--- src/rtl/hazard_pkg.sv ---
// hazard_pkg: shared encodings for the ID-stage hazard/flush sequencer.
package hazard_pkg;
   localparam logic [1:0] PCSEL_SEQ = 2'b00;
   localparam logic [1:0] PCSEL_BR  = 2'b01;
   localparam logic [1:0] PCSEL_JMP = 2'b10;

   typedef enum logic {S_RUN = 1'b0, S_HOLD = 1'b1} state_t;

   localparam logic [5:0] OP_RTYPE = 6'h00;
   localparam logic [5:0] OP_J     = 6'h02;
   localparam logic [5:0] OP_BEQ   = 6'h04;
   localparam logic [5:0] OP_BNE   = 6'h05;
   localparam logic [5:0] OP_LW    = 6'h23;
   localparam logic [5:0] OP_SW    = 6'h2b;
endpackage

--- src/rtl/hazard_detect.sv ---
// hazard_detect: combinational stall-length computation for the instruction in ID.
module hazard_detect #(
   parameter int REG_ADDR_W    = 5,
   parameter int BR_ALU_STALL  = 1,
   parameter int BR_LOAD_STALL = 2
) (
   input  logic                  i_id_valid,
   input  logic [REG_ADDR_W-1:0] i_id_rs,
   input  logic [REG_ADDR_W-1:0] i_id_rt,
   input  logic                  i_id_uses_rt,
   input  logic                  i_id_branch,
   input  logic                  i_id_bne,
   input  logic                  i_id_jump,
   input  logic                  i_ex_memread,
   input  logic                  i_ex_regwrite,
   input  logic [REG_ADDR_W-1:0] i_ex_rd,
   input  logic                  i_mem_memread,
   input  logic [REG_ADDR_W-1:0] i_mem_rd,
   output logic [1:0]            o_need
);
   logic w_br, w_ex_hit, w_mem_hit;

   function automatic logic f_match(input logic [REG_ADDR_W-1:0] r, rs, rt, input logic uses_rt);
      return (r != '0) && (r == rs || (uses_rt && r == rt));
   endfunction

   assign w_br      = i_id_branch | i_id_bne;
   assign w_ex_hit  = f_match(i_ex_rd, i_id_rs, i_id_rt, i_id_uses_rt);
   assign w_mem_hit = f_match(i_mem_rd, i_id_rs, i_id_rt, i_id_uses_rt);

   // Non-branch ALU results are forwarded, so only a load in EX stalls them.
   assign o_need = (!i_id_valid || i_id_jump)            ? 2'd0 :
                   (w_br && i_ex_memread && w_ex_hit)    ? 2'(BR_LOAD_STALL) :
                   (w_br && i_ex_regwrite && w_ex_hit)   ? 2'(BR_ALU_STALL) :
                   (w_br && i_mem_memread && w_mem_hit)  ? 2'd1 :
                   (!w_br && i_ex_memread && w_ex_hit)   ? 2'd1 : 2'd0;
endmodule

--- src/rtl/hazard_flush_ctrl.sv ---
// hazard_flush_ctrl: ID-stage stall/flush/PC-select sequencer for the 5-stage MIPS core.
// Optional HAZARD_PERF_CNT_EN adds stall-cycle and redirect performance counters.
module hazard_flush_ctrl
   import hazard_pkg::*;
#(
   parameter int REG_ADDR_W    = 5,
   parameter int BR_ALU_STALL  = 1,
   parameter int BR_LOAD_STALL = 2,
   parameter int CNT_W         = 2
) (
   input  logic                  clk,
   input  logic                  reset,
   input  logic                  mem_busy,
   input  logic                  id_valid,
   input  logic [REG_ADDR_W-1:0] id_rs,
   input  logic [REG_ADDR_W-1:0] id_rt,
   input  logic                  id_uses_rt,
   input  logic                  id_branch,
   input  logic                  id_bne,
   input  logic                  id_jump,
   input  logic                  id_cmp_equal,
   input  logic                  ex_memread,
   input  logic                  ex_regwrite,
   input  logic [REG_ADDR_W-1:0] ex_rd,
   input  logic                  mem_memread,
   input  logic [REG_ADDR_W-1:0] mem_rd,
`ifdef HAZARD_PERF_CNT_EN
   output logic [31:0]           perf_stall_cycles,
   output logic [31:0]           perf_redirects,
`endif
   output logic                  pc_write,
   output logic                  ifid_write,
   output logic                  id_bubble,
   output logic                  if_flush,
   output logic [1:0]            pc_sel
);
   state_t           r_state, w_state_nx;
   logic [CNT_W-1:0] r_cnt, w_cnt_nx;
   logic [1:0]       w_need;
   logic             w_taken;

   hazard_detect #(
      .REG_ADDR_W   (REG_ADDR_W),
      .BR_ALU_STALL (BR_ALU_STALL),
      .BR_LOAD_STALL(BR_LOAD_STALL)
   ) u_detect (
      .i_id_valid   (id_valid),
      .i_id_rs      (id_rs),
      .i_id_rt      (id_rt),
      .i_id_uses_rt (id_uses_rt),
      .i_id_branch  (id_branch),
      .i_id_bne     (id_bne),
      .i_id_jump    (id_jump),
      .i_ex_memread (ex_memread),
      .i_ex_regwrite(ex_regwrite),
      .i_ex_rd      (ex_rd),
      .i_mem_memread(mem_memread),
      .i_mem_rd     (mem_rd),
      .o_need       (w_need)
   );

   assign w_taken = id_valid && ((id_branch && id_cmp_equal) || (id_bne && !id_cmp_equal));

   always_ff @(posedge clk or negedge reset) begin
      if (!reset) begin
         r_state <= S_RUN;
         r_cnt   <= '0;
      end else begin
         r_state <= w_state_nx;
         r_cnt   <= w_cnt_nx;
      end
   end

   always_comb begin
      w_state_nx = r_state;
      w_cnt_nx   = r_cnt;
      pc_write   = 1'b1;
      ifid_write = 1'b1;
      id_bubble  = 1'b0;
      if_flush   = 1'b0;
      pc_sel     = PCSEL_SEQ;
      if (mem_busy) begin
         pc_write   = 1'b0;
         ifid_write = 1'b0;
      end else if (r_state == S_HOLD) begin
         pc_write   = 1'b0;
         ifid_write = 1'b0;
         id_bubble  = 1'b1;
         if (r_cnt == '0) w_state_nx = S_RUN;
         else w_cnt_nx = r_cnt - 1'b1;
      end else if (w_need != 2'd0) begin
         pc_write   = 1'b0;
         ifid_write = 1'b0;
         id_bubble  = 1'b1;
         if (w_need > 2'd1) begin
            w_state_nx = S_HOLD;
            w_cnt_nx   = CNT_W'(w_need - 2'd2);
         end
      end else if (id_valid && id_jump) begin
         pc_sel   = PCSEL_JMP;
         if_flush = 1'b1;
      end else if (w_taken) begin
         pc_sel   = PCSEL_BR;
         if_flush = 1'b1;
      end
      // Reset overrides everything so the pipeline is held and flushed while low.
      if (!reset) begin
         pc_write   = 1'b0;
         ifid_write = 1'b0;
         id_bubble  = 1'b1;
         if_flush   = 1'b1;
         pc_sel     = PCSEL_SEQ;
      end
   end

`ifdef HAZARD_PERF_CNT_EN
   always_ff @(posedge clk or negedge reset) begin
      if (!reset) begin
         perf_stall_cycles <= '0;
         perf_redirects    <= '0;
      end else begin
         if (!mem_busy && !pc_write) perf_stall_cycles <= perf_stall_cycles + 32'd1;
         if (if_flush) perf_redirects <= perf_redirects + 32'd1;
      end
   end
`endif
endmodule

--- config.mk ---
export PLATFORM = sky130hd
export DESIGN_NAME = hazard_flush_ctrl
export DESIGN_NICKNAME = d
export VERILOG_FILES = /design/src/rtl/hazard_pkg.sv /design/src/rtl/hazard_detect.sv /design/src/rtl/hazard_flush_ctrl.sv
export SDC_FILE = /design/constraint.sdc
export NUM_CORES = 1
export LEC_CHECK = 0
export CAP_MARGIN = 10
export CORE_UTILIZATION = 35
export CTS_CLUSTER_SIZE = 25
export DETAILED_ROUTE_END_ITERATION = 8
export GPL_TIMING_DRIVEN = 0
export HOLD_SLACK_MARGIN = 0.05
export PLACE_DENSITY_LB_ADDON = 0.15
export REMOVE_ABC_BUFFERS = 1
export SLEW_MARGIN = 20
export SYNTH_ARGS = -nofsm -noshare
export SYNTH_HDL_FRONTEND = slang
export SYNTH_HIERARCHICAL = 1
export SYNTH_SLANG_ARGS = --single-unit
--- constraint.sdc ---
create_clock -name clk -period 2.7 [get_ports clk]
set_input_delay 0.54 -clock clk [delete_from_list [all_inputs] [get_ports clk]]
set_output_delay 0.54 -clock clk [all_outputs]
set_load 0.03 [all_outputs]
==> metrics.cfg, run 1 <==
[die]
die_width_um=43.1
dieArea_um2=1860
std_cell_rows=14
start_util_pct=38.4
core_um2=1540
die_height_um=43.1
io_pins=38

[sta]
worst_slack_ns=-0.144
slew_viol_final=0
relSlewSlack_pct=80.7
worstMarginPinSlew_ns=0.288
rsz0062_at_grt=true
finalCritPeriodShare_pct=105
fin_skew_ns=0.00281
setup_viol=6
hold_ws_ns=0.511
final-hold-violation-count=0
fmaxAchievable_mhz=352
period_needed_ns=2.84

[worst_setup_path]
critical_path_required_ns=2.16
start_kind=primary input
r2r_slack_ns=1.54
r2r-end=r_cnt[1]
arrival_ns=2.30
reg2reg_depth=5
path_max_fanout=3
path_class=in2out
endpoint_kind=primary output
r2r_start=r_cnt[0]

[detailed_routing]
dr_wl_met2_um=820
antenna_left=0
met3WireLength_um=100
drt_iter0_markers=12
wl_met1_um=774
via_per_inst=5.21
drc_errors=0
vias=703
highest_layer=met3
post_drt_wl_per_cell_um=12.5
totalWireLength_mm=1.69
firstDrtPassIters=4

[synth]
async_reset_ff_share_pct=100
synth_top_family_by_area=simple AND/OR/NAND/NOR gates
yosysWarnings=6
synth-seq-cells=3
synthAdderAreaFrac_pct=2.11
syn_avg_cell_area_um2=7.79
ys_seq_area_share_pct=12.7
synth-edff-count=0
synthFlopType=dfrtp_1
synth-xor-area-share_pct=29.6
yosysUniqueCellTypes=32
synth_mux_area_share_pct=1.69
synth_area_um2=592
synth_compound_area_share_pct=18.2
post_synth_and_or_nand_nor_area_fraction_pct=31.3
syn_inst=76

[pwr]
seqPwrFrac_pct=21.2
pwr-share-clk_pct=22.3
comb_power_share_pct=56.5
leakagePower_uw=0.000458
p_switching_uw=138
power_density_nw_per_um2=343
sw_frac_of_total_pct=38.8
ir_worst_vdd_v=0.000348
intPower_uw=217

[finish]
num-nets-final=153
drive_gt1_share_pct=35.3
layout_common_cells=xor2_1, clkdlybuf4s50_1, nand2_1, dlygate4sd2_1, xnor2_1
insertedDiodeCount=0
final_common_cell=xor2_1
fin_util_pct=67.0
area_growth_pct=74.6

[grt]
grt_pass1_vias=685
grt.overflow.total=0
grtUsageTotal_pct=20.0
grt_pass1_wl_mm=2.93
grt_max_degree=8
antenna_found_initial=0

[clock_network]
clk_pin_slew_ns=0.04
cts.path.max_buffers=2
h-tree-depth=1
cts_tree=built
cts.sinks=3
clock_latency_ns=0.23
cts_root_buffer=clkbuf_4
cts-buffers-inserted=3
holdBufCountCts=0

[job]
drv_cap=0

[min_path]
hold_end=r_cnt[1]
hp-start=r_cnt[1]
hold_path_depth=2
min_path_type=reg2reg

[placed_design]
portBuffers=37
gp_congestion=0.830
hpwl_mm=1.33

[run_status]
run_status=finished with violations
violations=negative setup slack

worst max-delay path: stages:
cell and delay, ns:
buf_8 0.09, or4_4 0.54, nor2_4 0.14, a21oi_2 0.04, o2bb2ai_1 0.11, and4b_2 0.25
nor3_4 0.17, nand2_1 0.09, nor2_2 0.17, buf_6 0.15
synth_stat cells (2+ instances only):
cell type | instances | area, um^2
a21oi_1 | 3 | 15.0
dfrtp_1 | 3 | 75.1
inv_1 | 5 | 18.8
nand2_1 | 7 | 26.3
nor2_1 | 5 | 18.8
nor3_1 | 4 | 20.0
nor3b_1 | 2 | 15.0
o21ai_0 | 4 | 20.0
or4_1 | 2 | 15.0
xnor2_1 | 9 | 78.8
xor2_1 | 11 | 96.3
kinds of logic after synthesis:
family / Yosys count
simple gates: 30
mux: 1
fa+ha+maj: 1
flops: 3
compound gates: 15
buf+inv: 6
xor+xnor: 20
registers in the layout, indices dropped and copies added (netlist names):
name and cells:
r_cnt 2, r_state 1
metal layers:
layer	GRT usage, %	up-vias
met4	6.67	0
met3	2.55	0
met2	31.6	22
met5	0	-
met1	27.8	322
li1	-	359
area by class of cell:
type	instances	area, um^2
multi-input cells	67	553
fillers	140	508
repair buffers	40	340
flip-flops and latches	3	75.1
clock buffers	4	26.3
well taps	16	20.0
inverters	5	18.8
what timing repair did:
| item | in CTS | in global routing |
|---|---|---|
| gates resized for setup | 95 | 22 |
| pin swaps | 14 | 3 |
| setup endpoints to repair | 6 | 6 |
| buffers inserted | 3 | 0 |
worst max-delay path by stage:
stage / to / start / slack [ns]
final: ifid_write / ex_rd[4] / -0.14
after floorplan: ifid_write / ex_rd[1] / -0.45
after detailed placement: pc_sel[0] / ex_rd[1] / -1.18
after global routing: pc_sel[0] / ex_rd[4] / -0.25
after global placement: pc_sel[0] / ex_rd[1] / -1.15
after CTS: pc_sel[0] / ex_rd[4] / -0.14
power groups by stage:
stage	logic (uW)	clock network (uW)	registers, uW
3_3_place_gp	192	0	75.4
6_report	201	79.1	75.2
2_1_floorplan	110	0	71.8
4_1_cts	195	82.0	74.5
3_5_place_dp	197	0	74.6
5_1_grt	224	85.4	78.5
through the flow:
step | std cells | setup slack [ns] | power (uW) | area, um^2 | TNS, ns
after floorplan | 75 | -0.449 | 182 | 584 | -1.44
after global placement | 128 | -1.15 | 267 | 975 | -7.01
after detailed placement | 128 | -1.18 | 272 | 975 | -7.10
after CTS | 135 | -0.143 | 352 | 1020 | -0.650
after global routing | 135 | -0.250 | 388 | 1030 | -1.18
final | 135 | -0.144 | 355 | 1030 | -0.606
No activity file was read; power rests on OpenSTA's default activity.
==> run 2, diff against run 1 <==
Settings changed: HOLD_SLACK_MARGIN 0.05 to 0.03, REMOVE_ABC_BUFFERS 1 to default.
==> run 2 against run 1 <==
  * The flow still finishes with violations (negative setup slack)
  * Cell count up 3.0%
  * Global-route usage decreased by 0.26 points
  * Combinational power grew 8%
  * Worst hold slack improved by 0.014 ns
  * Sequential power rose by 0.7%
==> metrics.cfg, run 2 (synthesis results as in run 1) <==
[placed_design]
pre_cts_slack_ns=-1.16  ; was -1.18 ns
dp.cells=129  ; was 128
portBuffers=37  ; unchanged
gp_congestion=0.798  ; was 0.830
hpwl_mm=1.27  ; was 1.33 mm

[clock_network]
cts_tree=built  ; unchanged
holdBufCountCts=0  ; unchanged
h-tree-depth=1  ; unchanged
cts-buffers-inserted=3  ; unchanged
cts.path.max_buffers=2  ; unchanged
clk_pin_slew_ns=0.04  ; about the same
cts_root_buffer=clkbuf_4  ; unchanged
clock_latency_ns=0.24  ; was 0.23 ns
cts.sinks=3  ; unchanged

[sta]
relSlewSlack_pct=79.2  ; was 80.7%
final-hold-violation-count=0  ; unchanged
fmaxAchievable_mhz=335  ; was 352 MHz
setup_viol=6  ; unchanged
worst_slack_ns=-0.282  ; was -0.144 ns
fin_skew_ns=0.000872  ; was 0.00281 ns
hold_ws_ns=0.525  ; was 0.511 ns
rsz0062_at_grt=true  ; unchanged
worstMarginPinSlew_ns=0.304  ; was 0.288 ns
period_needed_ns=2.98  ; was 2.84 ns
finalCritPeriodShare_pct=110  ; was 105%
slew_viol_final=0  ; unchanged

[pwr]
comb_power_share_pct=57.9  ; was 56.5%
seqPwrFrac_pct=20.1  ; was 21.2%
sw_frac_of_total_pct=39.8  ; was 38.8%
pwr-share-clk_pct=22.0  ; was 22.3%
leakagePower_uw=0.000499  ; was 0.000458 uW
p_switching_uw=150  ; was 138 uW
ir_worst_vdd_v=0.000278  ; was 0.000348 V
intPower_uw=226  ; was 217 uW
power_density_nw_per_um2=326  ; was 343 nW/um^2

[finish]
layout_common_cells=xor2_1, clkdlybuf4s50_1, buf_6  ; was xor2_1, clkdlybuf4s50_1, nand2_1, dlygate4sd2_1, xnor2_1
largest_reg_flops=2  ; unchanged
drive_gt1_share_pct=41.5  ; was 35.3%
fin_util_pct=74.9  ; was 67.0%
fin_cells=139  ; was 135
largest_register=r_cnt  ; unchanged
num-nets-final=157  ; was 153
final_common_cell=xor2_1  ; unchanged
insertedDiodeCount=0  ; unchanged
area_growth_pct=95.1  ; was 74.6%
reg_top3=r_cnt (2), r_state (1)  ; unchanged

[detailed_routing]
drc_errors=0  ; unchanged
antenna_left=0  ; unchanged
vias=717  ; was 703
via_per_inst=5.16  ; was 5.21
totalWireLength_mm=1.81  ; was 1.69 mm
post_drt_wl_per_cell_um=13.0  ; was 12.5 um
firstDrtPassIters=4  ; unchanged
drt_iter0_markers=10  ; was 12

[worst_setup_path]
reg2reg_depth=5  ; unchanged
endpoint_kind=primary output  ; unchanged
path_max_fanout=3  ; unchanged
start_kind=primary input  ; unchanged
arrival_ns=2.44  ; was 2.30 ns
path_class=in2out  ; unchanged
crit_path_max_incr_delay_ns=0.29  ; was 0.54 ns
path_cells=buf_8 -> buf_6 -> xnor2_2 -> nand3_2 -> o32ai_4 -> buf_4 -> o2bb2ai_2 -> and4b_2 -> nor3_4 -> buf_4 -> a31o_1 -> buf_6  ; was buf_8 -> or4_4 -> nor2_4 -> a21oi_2 -> o2bb2ai_1 -> and4b_2 -> nor3_4 -> nand2_1 -> nor2_2 -> buf_6
slowest_stage=o32ai_4  ; was or4_4
critical_path_required_ns=2.16  ; about the same

[grt]
grt.overflow.total=0  ; unchanged
grtUsageTotal_pct=19.8  ; was 20.0%
grt_pass1_vias=684  ; was 685
grt_pass1_wl_mm=2.88  ; was 2.93 mm
grt_max_degree=8  ; unchanged
antenna_found_initial=0  ; unchanged

[run_status]
run_status=finished with violations  ; unchanged
violations=negative setup slack  ; unchanged

[die]
core_um2=1540  ; unchanged
dieArea_um2=1860  ; unchanged
die_height_um=43.1  ; unchanged
start_util_pct=38.4  ; unchanged
die_width_um=43.1  ; unchanged
std_cell_rows=14  ; unchanged
io_pins=38  ; unchanged

[min_path]
hold_path_depth=2  ; unchanged
min_path_type=reg2reg  ; unchanged

[synth]
synth_nets=109

[job]
drv_cap=0  ; unchanged

==> run 2: power groups by stage <==
stage	registers (uW)	clock network [uW]	logic, uW
floorplan	71.8	0	115
global placement	76.2	0	197
detailed placement	75.9	0	201
CTS	75.8	84.4	207
global route	78.9	88.9	241
finish	75.7	82.6	218
==> run 2: layer usage <==
metal	track usage (%)	share of wire (%)	wire length, um	vias to the layer above
li1	-	-	-	364
met1	27.8	46	834	328
met2	30.1	47	856	23
met3	4.26	6.1	111	2
met4	5.45	0.61	11	0
met5	0	0	0	-
==> run 2: final cells by class <==
cell class | instances | area [um^2]
tap | 16 | 20.0
buffer | 1 | 7.51
sequential | 3 | 75.1
multi-input combinational | 67 | 612
inverter | 5 | 18.8
clock buffer | 4 | 26.3
timing repair buffer | 43 | 395
fill | 124 | 387
==> run 2: final timing paths <==
check | startpoint | to | slack [ns]
max reg2reg | r_cnt[0] | r_cnt[1] | 1.54
min | r_cnt[1] | r_cnt[1] | 0.52
max | ex_rd[2] | if_flush | -0.28
min in group asynchronous | reset | r_cnt[1] | 0.56
min reg2reg | r_cnt[1] | r_cnt[1] | 0.52
max in group asynchronous | reset | r_state | 1.90
==> run 2: timing repair <==
action,in CTS,in global routing
setup buffers,7,0
endpoints found under the setup margin,6,6
resized for setup,109,13
pin swaps,24,11
==> run 2: metrics by stage <==
stage | power (uW) | setup TNS, ns | instance area, um^2
final | 376 | -1.32 | 1150
after global placement | 273 | -6.40 | 1000
after floorplan | 186 | -0.0732 | 613
after detailed placement | 276 | -6.42 | 1000
after global routing | 409 | -1.91 | 1150
after CTS | 368 | -1.11 | 1120
==> run 2: critical path: cells and delay by family <==
family          cells  cell delay (ns)
buf+inv             5             0.65
xor+xnor            1             0.20
simple gates        3             0.48
compound gates      3             0.57
